File: src/rtl/pc_fetch_unit.sv
// Program counter and instruction-fetch sequencer: fetches at pc, holds the
// instruction for the datapath, then advances along sequential/branch/jump/jr paths.
module pc_fetch_unit #(
  parameter logic [31:0] RESET_PC = 32'h0000_0000,
  parameter int unsigned TIMEOUT  = 16
) (
  input  logic        clk,
  input  logic        reset,
  input  logic        stall,
  input  logic        branch_taken,
  input  logic [15:0] branch_imm,
  input  logic        jump,
  input  logic [25:0] jump_index,
  input  logic        jump_reg,
  input  logic [31:0] reg_target,
  output logic        imem_req,
  output logic [31:0] imem_addr,
  input  logic        imem_ready,
  input  logic [31:0] imem_rdata,
  output logic [31:0] instr,
  output logic        instr_valid,
  output logic [31:0] pc,
  output logic [31:0] pc_plus4,
  output logic        fault,
  output logic [1:0]  fault_code
);

  localparam int unsigned CNT_W = 8;
  localparam logic [CNT_W-1:0] CNT_LAST = CNT_W'(TIMEOUT - 1);

  localparam logic [1:0] CODE_NONE      = 2'b00;
  localparam logic [1:0] CODE_MISALIGN  = 2'b01;
  localparam logic [1:0] CODE_TIMEOUT   = 2'b10;

  typedef enum logic [1:0] {
    S_FETCH = 2'd0,
    S_EXEC  = 2'd1,
    S_FAULT = 2'd2
  } state_e;

  state_e             state_q, state_d;
  logic [31:0]        pc_q, pc_d;
  logic [31:0]        instr_q, instr_d;
  logic               valid_q, valid_d;
  logic               req_q, req_d;
  logic               fault_q, fault_d;
  logic [1:0]         code_q, code_d;
  logic [CNT_W-1:0]   cnt_q, cnt_d;

  logic [31:0]        pc_plus4_c;
  logic [31:0]        br_off_c;
  logic [31:0]        target_c;

  assign pc_plus4_c = pc_q + 32'd4;
  assign br_off_c   = {{14{branch_imm[15]}}, branch_imm, 2'b00};

  // Next-PC selection; priority jr > j > branch > sequential
  always_comb begin
    target_c = pc_plus4_c;
    if (jump_reg) begin
      target_c = reg_target;
    end else if (jump) begin
      target_c = {pc_plus4_c[31:28], jump_index, 2'b00};
    end else if (branch_taken) begin
      target_c = pc_plus4_c + br_off_c;
    end
  end

  always_comb begin
    state_d = state_q;
    pc_d    = pc_q;
    instr_d = instr_q;
    valid_d = valid_q;
    fault_d = fault_q;
    code_d  = code_q;
    cnt_d   = cnt_q;

    unique case (state_q)
      S_FETCH: begin
        if (imem_ready) begin
          instr_d = imem_rdata;
          valid_d = 1'b1;
          cnt_d   = '0;
          state_d = S_EXEC;
        end else if (cnt_q == CNT_LAST) begin
          fault_d = 1'b1;
          code_d  = CODE_TIMEOUT;
          state_d = S_FAULT;
        end else begin
          cnt_d = cnt_q + CNT_W'(1);
        end
      end
      S_EXEC: begin
        if (!stall) begin
          valid_d = 1'b0;
          if (target_c[1:0] != 2'b00) begin
            fault_d = 1'b1;
            code_d  = CODE_MISALIGN;
            state_d = S_FAULT;
          end else begin
            pc_d    = target_c;
            state_d = S_FETCH;
          end
        end
      end
      S_FAULT: begin
        state_d = S_FAULT;
      end
      default: begin
        state_d = S_FAULT;
      end
    endcase

    // Request is registered alongside the state it belongs to
    req_d = (state_d == S_FETCH);
  end

  always_ff @(posedge clk) begin
    if (reset) begin
      state_q <= S_FETCH;
      pc_q    <= RESET_PC;
      instr_q <= '0;
      valid_q <= 1'b0;
      req_q   <= 1'b1;
      fault_q <= 1'b0;
      code_q  <= CODE_NONE;
      cnt_q   <= '0;
    end else begin
      state_q <= state_d;
      pc_q    <= pc_d;
      instr_q <= instr_d;
      valid_q <= valid_d;
      req_q   <= req_d;
      fault_q <= fault_d;
      code_q  <= code_d;
      cnt_q   <= cnt_d;
    end
  end

  assign imem_req    = req_q;
  assign imem_addr   = pc_q;
  assign instr       = instr_q;
  assign instr_valid = valid_q;
  assign pc          = pc_q;
  assign pc_plus4    = pc_plus4_c;
  assign fault       = fault_q;
  assign fault_code  = code_q;

endmodule

File: config.mk
export PLATFORM = sky130hd
export DESIGN_NAME = pc_fetch_unit
export DESIGN_NICKNAME = d
export VERILOG_FILES = /design/src/rtl/pc_fetch_unit.sv
export SDC_FILE = /design/constraint.sdc
export NUM_CORES = 1
export LEC_CHECK = 0
export ABC_AREA = 1
export ABC_CLOCK_PERIOD_IN_PS = 3500
export BUFFER_PORTS_ARGS = -buffer_cell sky130_fd_sc_hd__buf_4
export CAP_MARGIN = 20
export CORE_ASPECT_RATIO = 1.75
export CORE_MARGIN = 5
export CORE_UTILIZATION = 51
export CTS_BUF_LIST = sky130_fd_sc_hd__clkbuf_4 sky130_fd_sc_hd__clkbuf_8 sky130_fd_sc_hd__clkbuf_16
export DETAILED_ROUTE_END_ITERATION = 12
export GPL_TIMING_DRIVEN = 0
export HOLD_SLACK_MARGIN = 0.03
export PLACE_DENSITY = 0.82
export SLEW_MARGIN = 15
export SYNTH_ARGS = -nofsm -noshare
export SYNTH_HDL_FRONTEND = slang
export SYNTH_SLANG_ARGS = --single-unit
export TNS_END_PERCENT = 1
File: constraint.sdc
create_clock -name clk -period 3.5 [get_ports clk]
set_input_delay 0.35 -clock clk [delete_from_list [all_inputs] [get_ports clk]]
set_output_delay 0.35 -clock clk [all_outputs]
set_load 0.03 [all_outputs]
==> flow_summary.html <==
<table>
<tr><th>Metric</th><th>Value</th></tr>
<tr><th colspan="2">Status</th></tr>
<tr><td>Status</td><td>finished clean</td></tr>
<tr><th colspan="2">Power and ir drop</th></tr>
<tr><td>Sequential fraction of design power</td><td>33.4%</td></tr>
<tr><td>Static power due to leakage</td><td>0.00497 µW</td></tr>
<tr><td>Switching portion of total power</td><td>33.8%</td></tr>
<tr><td>Clock network fraction of design power</td><td>34.6%</td></tr>
<tr><td>IR drop worst, VDD</td><td>0.000411 V</td></tr>
<tr><td>Internal power</td><td>2040 µW</td></tr>
<tr><td>Final total power</td><td>3080 µW</td></tr>
<tr><td>Areal power density over the cells</td><td>330 nW/µm²</td></tr>
<tr><td>Logic pwr share</td><td>32.0%</td></tr>
<tr><td>Switching power</td><td>1040 µW</td></tr>
<tr><th colspan="2">Clocking</th></tr>
<tr><td>H-tree depth</td><td>3</td></tr>
<tr><td>Post CTS Setup Buffer Count</td><td>0</td></tr>
<tr><td>Number of sinks handled by clock tree synthesis</td><td>79</td></tr>
<tr><td>Register clock-pin slew on the reported worst setup and hold paths</td><td>60 ps</td></tr>
<tr><td>Clock latency of the later-clocked register in the worst-skew pair</td><td>330 ps</td></tr>
<tr><td>CTS root buf</td><td>sky130_fd_sc_hd__clkbuf_16</td></tr>
<tr><td>Number of buffers added by the clock tree synthesis step</td><td>9</td></tr>
<tr><td>Maximum buffer depth of the clock tree</td><td>2</td></tr>
<tr><td>TritonCTS clock tree</td><td>yes</td></tr>
<tr><th colspan="2">Timing</th></tr>
<tr><td>Total negative slack</td><td>0 ps</td></tr>
<tr><td>Max Clock Freq</td><td>302 MHz</td></tr>
<tr><td>Final worst path period share</td><td>94.7%</td></tr>
<tr><td>Relative slew slack</td><td>45.9%</td></tr>
<tr><td>Total setup violations reported at the end of the flow</td><td>0</td></tr>
<tr><td>Count of final hold-check violations</td><td>0</td></tr>
<tr><td>Slew at the pin closest to its max-slew limit</td><td>808 ps</td></tr>
<tr><td>Slew Limit Fails</td><td>0</td></tr>
<tr><td>Post-route minimum period</td><td>3310 ps</td></tr>
<tr><td>Setup clock skew after layout</td><td>7.85 ps</td></tr>
<tr><th colspan="2">Finish</th></tr>
<tr><td>Area growth, synth to finish</td><td>36.1%</td></tr>
<tr><td>Most common cell after layout, fill and taps aside</td><td>sky130_fd_sc_hd__nand2_1</td></tr>
<tr><td>Number of nets in the layout</td><td>1562</td></tr>
<tr><td>Footprint of the multi-input gates</td><td>4460 µm²</td></tr>
<tr><td>Area of all placed cells without fillers</td><td>9350 µm²</td></tr>
<tr><td>Total area of sequential cells</td><td>1600 µm²</td></tr>
<tr><td>Leading cell types in the layout, fill and taps excluded</td><td>sky130_fd_sc_hd__nand2_1, sky130_fd_sc_hd__buf_4, sky130_fd_sc_hd__nor2_1, sky130_fd_sc_hd__inv_1, sky130_fd_sc_hd__a21oi_1</td></tr>
<tr><td>Proportion of layout cells with a drive suffix above 1</td><td>25.7%</td></tr>
<tr><td>Final Instance Count excl. Fillers</td><td>1589</td></tr>
<tr><td>Antenna cells</td><td>0</td></tr>
<tr><td>Final Core Density</td><td>70.2%</td></tr>
<tr><td>Filler cell count in the final layout</td><td>1260</td></tr>
<tr><th colspan="2">Setup path</th></tr>
<tr><td>Worst-path cell with the longest stage delay</td><td>sky130_fd_sc_hd__dfxtp_4</td></tr>
<tr><td>Endpoint kind of the worst setup timing path</td><td>flop</td></tr>
<tr><td>Worst reg-to-reg path cell count</td><td>21</td></tr>
<tr><td>Crit start category</td><td>flop</td></tr>
<tr><td>Buffering stage count on the worst path with inverters included</td><td>3</td></tr>
<tr><td>Data arrival time of the worst path</td><td>3500 ps</td></tr>
<tr><td>R2R Path End</td><td>imem_addr[19]</td></tr>
<tr><td>Maximum fanout encountered on the critical timing path</td><td>8</td></tr>
<tr><td>Critical path depth in cells</td><td>21</td></tr>
<tr><td>Worst Setup Path Type</td><td>reg -&gt; reg</td></tr>
<tr><td>Kind of cell adding the most delay to the critical path</td><td>simple AND/OR/NAND/NOR gates</td></tr>
<tr><td>Crit path required time</td><td>3690 ps</td></tr>
<tr><td>Flop2flop setup slack</td><td>190 ps</td></tr>
<tr><td>Startpoint of the most critical register-to-register path</td><td>imem_addr[2]</td></tr>
<tr><td>Most common cell type on the critical path</td><td>sky130_fd_sc_hd__nand2_1</td></tr>
<tr><td>Largest stage delay on the critical path</td><td>420 ps</td></tr>
<tr><td>Ordered cell list for the critical path</td><td>ha_1, nand3_1, inv_2, nand2_1, nor2_1, xor2_1, ha_1, nand2_1, inv_1, nand2_1, inv_1, nand2_1, nand2_1, nand3_1, nand2_1, nand2_1, nand3_1, nand2_1, nand2_1, nand2_1, a21oi_1</td></tr>
<tr><th colspan="2">Min path</th></tr>
<tr><td>Cell depth of the worst min-delay path</td><td>3</td></tr>
<tr><td>Source of the worst hold timing path</td><td>imem_rdata[9]</td></tr>
<tr><td>Worst hold-check path type</td><td>in -&gt; reg</td></tr>
<tr><td>Worst Hold Path EP</td><td>instr[9]</td></tr>
<tr><th colspan="2">Placed design</th></tr>
<tr><td>Post-detailed-placement half-perimeter wirelength</td><td>23000 µm</td></tr>
<tr><td>Total placed cells including tap cells</td><td>1574</td></tr>
<tr><td>Routability-driven placement congestion ratio</td><td>0.980</td></tr>
<tr><td>Post-place instance area</td><td>8920 µm²</td></tr>
<tr><td>Number of input and output port buffers inserted</td><td>244</td></tr>
<tr><th colspan="2">Logic synthesis</th></tr>
<tr><td>Cell variety after synth</td><td>48</td></tr>
<tr><td>Post-synthesis instance area</td><td>6870 µm²</td></tr>
<tr><td>Post-synthesis register bit count</td><td>79</td></tr>
<tr><td>Main area contributors after synthesis</td><td>sky130_fd_sc_hd__dfxtp_1, sky130_fd_sc_hd__nand2_1, sky130_fd_sc_hd__nor2_1</td></tr>
<tr><td>Proportion of synthesized chip area in sequential cells</td><td>23.0%</td></tr>
<tr><td>Leading register cell type out of synthesis</td><td>sky130_fd_sc_hd__dfxtp_1</td></tr>
<tr><td>Synthesis warning total</td><td>0</td></tr>
<tr><td>Count of flip-flops with a built-in enable after synthesis</td><td>0</td></tr>
<tr><td>Synth Net Count</td><td>1307</td></tr>
<tr><td>Share of async-settable or async-resettable flops after synthesis</td><td>0%</td></tr>
<tr><td>Post-Syn Area per Cell</td><td>5.94 µm²</td></tr>
<tr><td>Number of instances in the synthesized netlist</td><td>1156</td></tr>
<tr><td>Cell taking the most area after synthesis</td><td>sky130_fd_sc_hd__dfxtp_1</td></tr>
<tr><td>Area share of the largest cell type after synthesis</td><td>23.0%</td></tr>
<tr><th colspan="2">Global route</th></tr>
<tr><td>Number of antenna violations at the first check in global routing</td><td>0</td></tr>
<tr><td>First-pass GRT wire length</td><td>41800 µm</td></tr>
<tr><td>Largest net degree at the start of global routing</td><td>22</td></tr>
<tr><td>Via count of the first global-routing pass</td><td>8432</td></tr>
<tr><td>Total grt overflow</td><td>0</td></tr>
<tr><td>Global-route usage over all layers</td><td>32.8%</td></tr>
<tr><th colspan="2">Route</th></tr>
<tr><td>Post-route antenna net violation count</td><td>0</td></tr>
<tr><td>Initial DRC Count</td><td>481</td></tr>
<tr><td>First-pass iteration count of the detailed router</td><td>6</td></tr>
<tr><td>Final wirelength</td><td>27400 µm</td></tr>
<tr><td>Post-DR wirelength/cell</td><td>17.2 µm</td></tr>
<tr><td>Via count</td><td>8491</td></tr>
<tr><td>Number of DRC violations after detailed routing</td><td>0</td></tr>
<tr><td>Routed via count divided by cell count</td><td>5.34</td></tr>
<tr><th colspan="2">Flow run</th></tr>
<tr><td>Number of max-cap violations</td><td>0</td></tr>
<tr><th colspan="2">Floorplanning</th></tr>
<tr><td>Top-Level Pins</td><td>246</td></tr>
<tr><td>Die span in x</td><td>97.7 µm</td></tr>
<tr><td>Initial core utilization</td><td>51.6%</td></tr>
<tr><td>Area of the core</td><td>13300 µm²</td></tr>
<tr><td>Die height</td><td>164 µm</td></tr>
<tr><td>Total number of placement rows</td><td>56</td></tr>
<tr><td>Area of the die</td><td>16000 µm²</td></tr>
</table>
==> worst min-delay path, cell delays in order <==
cell	delay [ps]
sky130_fd_sc_hd__buf_4	80
sky130_fd_sc_hd__nor2_1	30
sky130_fd_sc_hd__nor2_1	80
==> Yosys cell counts, drive strengths merged (3+ instances only) <==
| master | n |
|---|---|
| nand2 | 315 |
| nor2 | 192 |
| inv | 134 |
| a21oi | 97 |
| o21ai | 83 |
| dfxtp | 79 |
| nand3 | 55 |
| buf | 41 |
| ha | 37 |
| clkbuf | 26 |
| xor2 | 16 |
| nor3 | 15 |
| nand4 | 12 |
| xnor2 | 9 |
| o211ai | 7 |
| o21bai | 7 |
| nand3b | 4 |
| or2 | 4 |
| and2 | 3 |
| clkinv | 3 |
| nor3b | 3 |
| o21a | 3 |
==> metrics by stage <==
| step | setup WS, ps | hold slack, ps |
|---|---|---|
| finish | 186 | 237 |
| global route | -20.0 | 240 |
| CTS | 28.2 | 231 |
| detailed placement | -110 | 459 |
| global placement | -86.0 | 450 |
| floorplan | 134 | 485 |
==> state kept, by name, summed over array words and instances (netlist names) <==
| register | flops |
|---|---|
| instr | 32 |
| cnt_q | 8 |
| fault_code | 2 |
| state_q | 2 |
| fault | 1 |
| imem_req | 1 |
| imem_addr | 32 |
| instr_valid | 1 |
==> cell type report <==
type                    count  area share (%)
plain buffers              67            4.14
clock buffers              10            2.49
clock inverters             5            1.14
inverters                 137            5.50
multi-input cells         873            47.8
flip-flops and latches     79            17.1
well taps                 174            2.33
repair buffers            244            19.6
==> per-layer routing <==
metal / part of all wire [%] / track usage [%] / wire, µm
met1: 34 / 30.5 / 9250
met2: 53 / 63.3 / 14500
met3: 6.3 / 6.37 / 1730
met4: 6.9 / 22.3 / 1890
met5: 0 / 0 / 0
==> cell families (layout without fill, tap and decap cells) <==
logic type      Yosys count  in the layout  synth area share (%)
flops                    79             79                  23.0
simple gates            604            604                  37.2
buf+inv                 204            463                  13.1
compound gates          206            206                  16.4
xor+xnor                 25             25                  3.30
fa+ha+maj                38             38                  7.03
==> power groups by stage <==
| stage | Clock, µW | Sequential, µW | Combinational, µW |
|---|---|---|---|
| after detailed placement | 0 | 1040 | 969 |
| after global routing | 1110 | 1040 | 1070 |
| after floorplan | 0 | 1150 | 459 |
| after global placement | 0 | 1040 | 959 |
| after CTS | 1070 | 1030 | 975 |
| final | 1070 | 1030 | 987 |
==> worst max path at each step <==
stage | start | end
2_1_floorplan | imem_addr[2] | imem_addr[30]
3_3_place_gp | imem_addr[2] | imem_addr[23]
3_5_place_dp | imem_addr[2] | imem_addr[23]
4_1_cts | imem_addr[2] | imem_addr[22]
5_1_grt | imem_addr[8] | imem_addr[31]
6_report | imem_addr[2] | imem_addr[19]
==> repair_timing <==
| action | in CTS | in global routing |
|---|---|---|
| gates resized for setup | 2 | 24 |
| setup endpoints to repair | 7 | 16 |
| hold buffers | 0 | 0 |
No activity file was read; power rests on OpenSTA's default activity.
